===== src/rtl/dma_block_copy_if.sv =====
// Bus bundle for the block-copy DMA: CPU command side plus the shared RAM port.
// The master modport is the DMA engine; the slave modport is the CPU/RAM/arbiter side.
interface dma_block_copy_if #(
  parameter int DATA_W = 10,
  parameter int ADDR_W = 14,
  parameter int LEN_W  = 6
);
  logic              start;
  logic [ADDR_W-1:0] src_addr;
  logic [ADDR_W-1:0] dst_addr;
  logic [LEN_W-1:0]  length;
  logic              busy;
  logic              done;
  logic              req;
  logic              grant;
  logic [ADDR_W-1:0] ram_addr;
  logic              ram_read;
  logic              ram_write;
  logic [DATA_W-1:0] ram_outdata;
  logic [DATA_W-1:0] ram_indata;
  logic [2:0]        dma_state;
  logic [LEN_W-1:0]  word_cnt;

  modport master (
    input  start, src_addr, dst_addr, length, grant, ram_outdata,
    output busy, done, req, ram_addr, ram_read, ram_write, ram_indata,
           dma_state, word_cnt
  );

  modport slave (
    output start, src_addr, dst_addr, length, grant, ram_outdata,
    input  busy, done, req, ram_addr, ram_read, ram_write, ram_indata,
           dma_state, word_cnt
  );
endinterface


===== src/rtl/dma_block_copy.sv =====
// Memory-to-memory block copy engine on the arbitrated RAM bus.
// Each word is RD -> CAP -> WR; grant is only re-examined at word boundaries.
module dma_block_copy #(
  parameter int DATA_W = 10,
  parameter int ADDR_W = 14,
  parameter int LEN_W  = 6
) (
  input logic            clk,
  input logic            rst,
  dma_block_copy_if.master bus
);

  typedef enum logic [2:0] {
    S_IDLE = 3'd0,
    S_REQ  = 3'd1,
    S_RD   = 3'd2,
    S_CAP  = 3'd3,
    S_WR   = 3'd4,
    S_DONE = 3'd5
  } state_t;

  state_t            state_q,     state_d;
  logic [ADDR_W-1:0] src_q,       src_d;
  logic [ADDR_W-1:0] dst_q,       dst_d;
  logic [LEN_W-1:0]  len_q,       len_d;
  logic [LEN_W-1:0]  word_cnt_q,  word_cnt_d;
  logic [DATA_W-1:0] buf_q,       buf_d;
  logic [ADDR_W-1:0] ram_addr_q,  ram_addr_d;
  logic [DATA_W-1:0] ram_indata_q, ram_indata_d;
  logic              ram_read_q,  ram_read_d;
  logic              ram_write_q, ram_write_d;
  logic              req_q,       req_d;
  logic              busy_q,      busy_d;
  logic              done_q,      done_d;
  logic [LEN_W-1:0]  cnt_inc_s;

  assign cnt_inc_s = word_cnt_q + LEN_W'(1);

  // Next state, latched parameters, and the outputs the next state will present.
  always_comb begin
    state_d    = state_q;
    src_d      = src_q;
    dst_d      = dst_q;
    len_d      = len_q;
    word_cnt_d = word_cnt_q;
    buf_d      = buf_q;
    case (state_q)
      S_IDLE: begin
        if (bus.start) begin
          src_d      = bus.src_addr;
          dst_d      = bus.dst_addr;
          len_d      = bus.length;
          word_cnt_d = {LEN_W{1'b0}};
          if (bus.length == {LEN_W{1'b0}}) begin
            state_d = S_DONE;
          end else begin
            state_d = S_REQ;
          end
        end else begin
          state_d = S_IDLE;
        end
      end
      S_REQ: begin
        if (bus.grant) begin
          state_d = S_RD;
        end else begin
          state_d = S_REQ;
        end
      end
      S_RD:  state_d = S_CAP;
      S_CAP: begin
        buf_d   = bus.ram_outdata;
        state_d = S_WR;
      end
      S_WR: begin
        word_cnt_d = cnt_inc_s;
        if (cnt_inc_s == len_q) begin
          state_d = S_DONE;
        end else if (bus.grant) begin
          state_d = S_RD;
        end else begin
          state_d = S_REQ;
        end
      end
      S_DONE:  state_d = S_IDLE;
      default: state_d = S_IDLE;
    endcase

    // Outputs are registered, so they are decoded from the state being entered.
    req_d       = (state_d == S_REQ) || (state_d == S_RD) ||
                  (state_d == S_CAP) || (state_d == S_WR);
    busy_d      = (state_d != S_IDLE);
    done_d      = (state_d == S_DONE);
    ram_read_d  = (state_d == S_RD);
    ram_write_d = (state_d == S_WR);
    case (state_d)
      S_RD:    ram_addr_d = src_d + ADDR_W'(word_cnt_d);
      S_WR:    ram_addr_d = dst_d + ADDR_W'(word_cnt_d);
      default: ram_addr_d = {ADDR_W{1'b0}};
    endcase
    if (state_d == S_WR) begin
      ram_indata_d = buf_d;
    end else begin
      ram_indata_d = {DATA_W{1'b0}};
    end
  end

  // State and registered outputs; async reset kills an in-flight write at once.
  always_ff @(posedge clk or negedge rst) begin
    if (!rst) begin
      state_q      <= S_IDLE;
      src_q        <= {ADDR_W{1'b0}};
      dst_q        <= {ADDR_W{1'b0}};
      len_q        <= {LEN_W{1'b0}};
      word_cnt_q   <= {LEN_W{1'b0}};
      buf_q        <= {DATA_W{1'b0}};
      ram_addr_q   <= {ADDR_W{1'b0}};
      ram_indata_q <= {DATA_W{1'b0}};
      ram_read_q   <= 1'b0;
      ram_write_q  <= 1'b0;
      req_q        <= 1'b0;
      busy_q       <= 1'b0;
      done_q       <= 1'b0;
    end else begin
      state_q      <= state_d;
      src_q        <= src_d;
      dst_q        <= dst_d;
      len_q        <= len_d;
      word_cnt_q   <= word_cnt_d;
      buf_q        <= buf_d;
      ram_addr_q   <= ram_addr_d;
      ram_indata_q <= ram_indata_d;
      ram_read_q   <= ram_read_d;
      ram_write_q  <= ram_write_d;
      req_q        <= req_d;
      busy_q       <= busy_d;
      done_q       <= done_d;
    end
  end

  assign bus.busy       = busy_q;
  assign bus.done       = done_q;
  assign bus.req        = req_q;
  assign bus.ram_addr   = ram_addr_q;
  assign bus.ram_read   = ram_read_q;
  assign bus.ram_write  = ram_write_q;
  assign bus.ram_indata = ram_indata_q;
  assign bus.dma_state  = state_q;
  assign bus.word_cnt   = word_cnt_q;

endmodule


===== src/flat_wrapper.sv =====
// flat-port wrapper written by rule: the top's interface ports become plain ports
module dma_block_copy_flat 
#(
  parameter int DATA_W = 10,
  parameter int ADDR_W = 14,
  parameter int LEN_W  = 6
)
  (clk, rst, bus_start, bus_src_addr, bus_dst_addr, bus_length, bus_grant, bus_ram_outdata, bus_busy, bus_done, bus_req, bus_ram_addr, bus_ram_read, bus_ram_write, bus_ram_indata, bus_dma_state, bus_word_cnt);
  dma_block_copy_if #(.DATA_W(DATA_W), .ADDR_W(ADDR_W), .LEN_W(LEN_W)) bus_i ();
  input logic clk;
  input logic rst;
  input wire logic [$bits(bus_i.start)-1:0] bus_start;
  input wire logic [$bits(bus_i.src_addr)-1:0] bus_src_addr;
  input wire logic [$bits(bus_i.dst_addr)-1:0] bus_dst_addr;
  input wire logic [$bits(bus_i.length)-1:0] bus_length;
  input wire logic [$bits(bus_i.grant)-1:0] bus_grant;
  input wire logic [$bits(bus_i.ram_outdata)-1:0] bus_ram_outdata;
  output wire logic [$bits(bus_i.busy)-1:0] bus_busy;
  output wire logic [$bits(bus_i.done)-1:0] bus_done;
  output wire logic [$bits(bus_i.req)-1:0] bus_req;
  output wire logic [$bits(bus_i.ram_addr)-1:0] bus_ram_addr;
  output wire logic [$bits(bus_i.ram_read)-1:0] bus_ram_read;
  output wire logic [$bits(bus_i.ram_write)-1:0] bus_ram_write;
  output wire logic [$bits(bus_i.ram_indata)-1:0] bus_ram_indata;
  output wire logic [$bits(bus_i.dma_state)-1:0] bus_dma_state;
  output wire logic [$bits(bus_i.word_cnt)-1:0] bus_word_cnt;
  assign bus_i.start = bus_start;
  assign bus_i.src_addr = bus_src_addr;
  assign bus_i.dst_addr = bus_dst_addr;
  assign bus_i.length = bus_length;
  assign bus_i.grant = bus_grant;
  assign bus_i.ram_outdata = bus_ram_outdata;
  assign bus_busy = bus_i.busy;
  assign bus_done = bus_i.done;
  assign bus_req = bus_i.req;
  assign bus_ram_addr = bus_i.ram_addr;
  assign bus_ram_read = bus_i.ram_read;
  assign bus_ram_write = bus_i.ram_write;
  assign bus_ram_indata = bus_i.ram_indata;
  assign bus_dma_state = bus_i.dma_state;
  assign bus_word_cnt = bus_i.word_cnt;
  dma_block_copy #(.DATA_W(DATA_W), .ADDR_W(ADDR_W), .LEN_W(LEN_W)) u_core (.clk(clk), .rst(rst), .bus(bus_i));
endmodule

===== config.mk =====
export PLATFORM = sky130hd
export DESIGN_NAME = dma_block_copy_flat
export DESIGN_NICKNAME = d
export VERILOG_FILES = /design/src/rtl/dma_block_copy_if.sv /design/src/rtl/dma_block_copy.sv /design/src/flat_wrapper.sv
export SDC_FILE = /design/constraint.sdc
export NUM_CORES = 1
export LEC_CHECK = 0
export CAP_MARGIN = 0
export CORE_MARGIN = 1
export CORE_UTILIZATION = 49
export CTS_CLUSTER_SIZE = 30
export DETAILED_ROUTE_END_ITERATION = 10
export PLACE_DENSITY = 0.81
export REMOVE_ABC_BUFFERS = 1
export SLEW_MARGIN = 20
export SYNTH_ARGS = -nofsm -noshare
export SYNTH_HDL_FRONTEND = slang
export SYNTH_SLANG_ARGS = --single-unit

===== constraint.sdc =====
create_clock -name clk -period 3.9 [get_ports clk]
set_clock_uncertainty 0.15 [all_clocks]
set_input_delay 0.78 -clock clk [delete_from_list [all_inputs] [get_ports clk]]
set_output_delay 0.78 -clock clk [all_outputs]
set_load 0.005 [all_outputs]

==> impl_metrics.ini <==
[run_status]
status = complete, no violations

[logic_synthesis]
synth_commonest_cells = 108 x nand2_1, 72 x dfrtp_1, 18 x nor2_1, 14 x a21oi_1, 14 x mux2_2
avgSynthCellArea_sq_um = 9.735
async_reset_ff_frac = 1.000
synth_cells = 356
yosysUniqueCellTypes = 53
yosysWarnings = 0
synthTopCellsByArea = dfrtp_1 52%, nand2_1 12%, mux2_2 4.5%, xnor2_1 3.0%, ha_1 2.5%
synth_top_area_frac = 0.5199
synth_top_cell_by_area = dfrtp_1
ys_ff_latch = 72
postSynth.topFlopCell = dfrtp_1
yosysSeqAreaShare = 0.5199
synth.most_common_cell = nand2_1
synth_edf_count = 0
synthesis.area_sq_mm = 0.003466

[drt]
wirelength_microns = 8161
vias = 2879
drtIter0Drc = 165
drc = 0
avgRoutedWirePerCell_microns = 14.76
vias_per_cell = 5.206
first_pass_iters = 4
antenna_left = 0

[clock_network]
cts_setup_buffers = 0
max-clock-path-buffers = 2
cts_num_sinks = 72
h-tree-depth = 3
cts_buffers = 9
ctsResizeCount = 0
clk_pin_slew_worst_paths_ps = 80
cts_tree = done
postCtsHoldBufs = 0
clock_latency_ps = 350
root_buffer = clkbuf_8

[finish]
fin_nets = 508
drive_gt1_frac = 0.1269
n_antenna_cell = 0
fin_area_sq_mm = 0.004756
synthToLayoutAreaGrowth_pct = 37.22

[setup_path]
crit_chain = nand3b_4 > inv_2 > mux2_2 > ha_1 > a211oi_1 > nor2_1 > o41ai_1 > buf_4 > nor3_4 > nand3b_2 > xor2_1 > o2bb2ai_1
path_buf_inv = 2
endpoint_kind = flip-flop
cpPeakStageDelay_ps = 610
path_class = flip-flop to flip-flop
reg2reg_slack_ps = 400
crit_path_start_kind = flip-flop
r2r-end = u_core.bus.ram_addr[13]$_DFF_PN0_
required_ps = 3990
slowest_stage = dfrtp_1
r2r-start = u_core.bus.dma_state[2]$_DFF_PN0_
reg2reg_depth = 12
crit_family = simple AND/OR/NAND/NOR gates
cp.arrival_ps = 3590
worst-path-max-fanout = 18

[floorplanning]
fp.coreArea_sq_mm = 0.006832
die_h_microns = 86.10
floorplan.initialDensity = 0.5073
dieArea_sq_mm = 0.007413
die_w_microns = 86.10
row_count = 30
io_pins = 86

[sta]
worst_pin_slew_ps = 627.1
post-route-min-period_ps = 3498
drv_slew = 0
maxSlewHeadroom = 0.5819
setup_viol = 0
finalHoldViolations = 0
period_share = 0.8970
rsz0062_at_grt = false
max_clock_freq_mhz = 285.8

[global_route]
grt_max_degree = 50
antenna_found_initial = 0
first_global_vias = 2894
grt_overflow = 0
grt_pass1_wl_microns = 13730
grt.total_usage = 0.2438

[power_and_ir_drop]
leakage_nw = 2.213
power_w = 0.003595
vdd_drop_max_uv = 406.7
power_density_mw_per_mm2 = 755.9

[place]
place_congestion = 0.8259
place_hpwl_microns = 5879
placed_area_sq_mm = 0.004497
port-buffer-count = 85

[worst_hold_path]
hold_class = primary input to async pin

[run]
drv_cap = 0
flip-flops by register name (all words and copies together), names as in the netlist, 3 cells and up:
name                   count
u_core.bus.dma_state       3
u_core.bus.word_cnt        6
u_core.bus.ram_indata     10
u_core.src_q              14
u_core.len_q               6
u_core.bus.ram_addr       14
u_core.dst_q              14
placed cells by master (no fill, tap or decap), types with 11 or more instances in the layout:
cell type        instances
nor2_1                  18
buf_4                   16
xnor2_1                 12
and2_1                  11
o21ai_0                 12
mux2_2                  14
clkbuf_8                11
nand2_1                108
dfrtp_1                 72
a21oi_1                 14
clkdlybuf4s50_1         83
layout make-up:
cell class | instances | area (sq um)
multi-input cells | 263 | 1578
clock buffers | 11 | 151.4
repair buffers | 101 | 983.4
fillers | 517 | 2076
inverters | 5 | 18.77
well taps | 96 | 120.1
flip-flops and latches | 72 | 1802
clock inverters | 5 | 102.6
power by group:
part / switching, W / internal, W / total (W) / leakage (nW)
sequential: 0.000179 / 0.00104 / 0.00122 / 0.928
clock: 0.000282 / 0.000459 / 0.000740 / 0.126
combinational: 0.000819 / 0.000816 / 0.00164 / 1.16
kinds of logic (layout without fill, tap and decap cells):
kind of cell               count (synthesis)  in the layout  synth area share
DFF                                       72             72            0.5199
xor gates and xnor gates                  20             20           0.05054
AOI/OAI and AO/OA                         46             46           0.08592
buffers and inverters                     21            122           0.02744
and+or+nand+nor                          172            172            0.2307
adders and majority gates                  8              8           0.03105
muxes                                     17             17           0.05451
worst max-delay path by stage:
stage                                            from                                end  slack [ps]  cells past startpoint
finish              u_core.bus.dma_state[2]$_DFF_PN0_  u_core.bus.ram_addr[13]$_DFF_PN0_         400                     12
CTS                                         bus_start  u_core.bus.ram_addr[13]$_DFF_PN0_         200                     14
global placement                            bus_start  u_core.bus.ram_addr[13]$_DFF_PN0_         -50                     14
detailed placement                          bus_start  u_core.bus.ram_addr[13]$_DFF_PN0_        -140                     14
global route        u_core.bus.dma_state[2]$_DFF_PN0_  u_core.bus.ram_addr[13]$_DFF_PN0_         140                     14
floorplan                                   bus_start  u_core.bus.ram_addr[13]$_DFF_PN0_        -750                     12
per-layer routing:
layer / share of wire / track usage
met5: 0 / 0
met4: 0.027 / 0.1212
met3: 0.053 / 0.04331
met2: 0.48 / 0.3838
met1: 0.44 / 0.3256
metrics by stage:
step	hold slack [ps]	TNS (ps)	cells	util	worst slack [ps]
final	298.4	0	553	0.6962	401.5
after global routing	341.9	0	553	0.6962	137.5
after CTS	323.4	0	553	0.6954	200.1
after detailed placement	303.5	-545.2	537	0.6582	-142.6
after global placement	300.6	-49.11	537	0.6582	-49.11
after floorplan	285.8	-4271	340	-	-751.5
No activity file was read; power rests on OpenSTA's default activity.
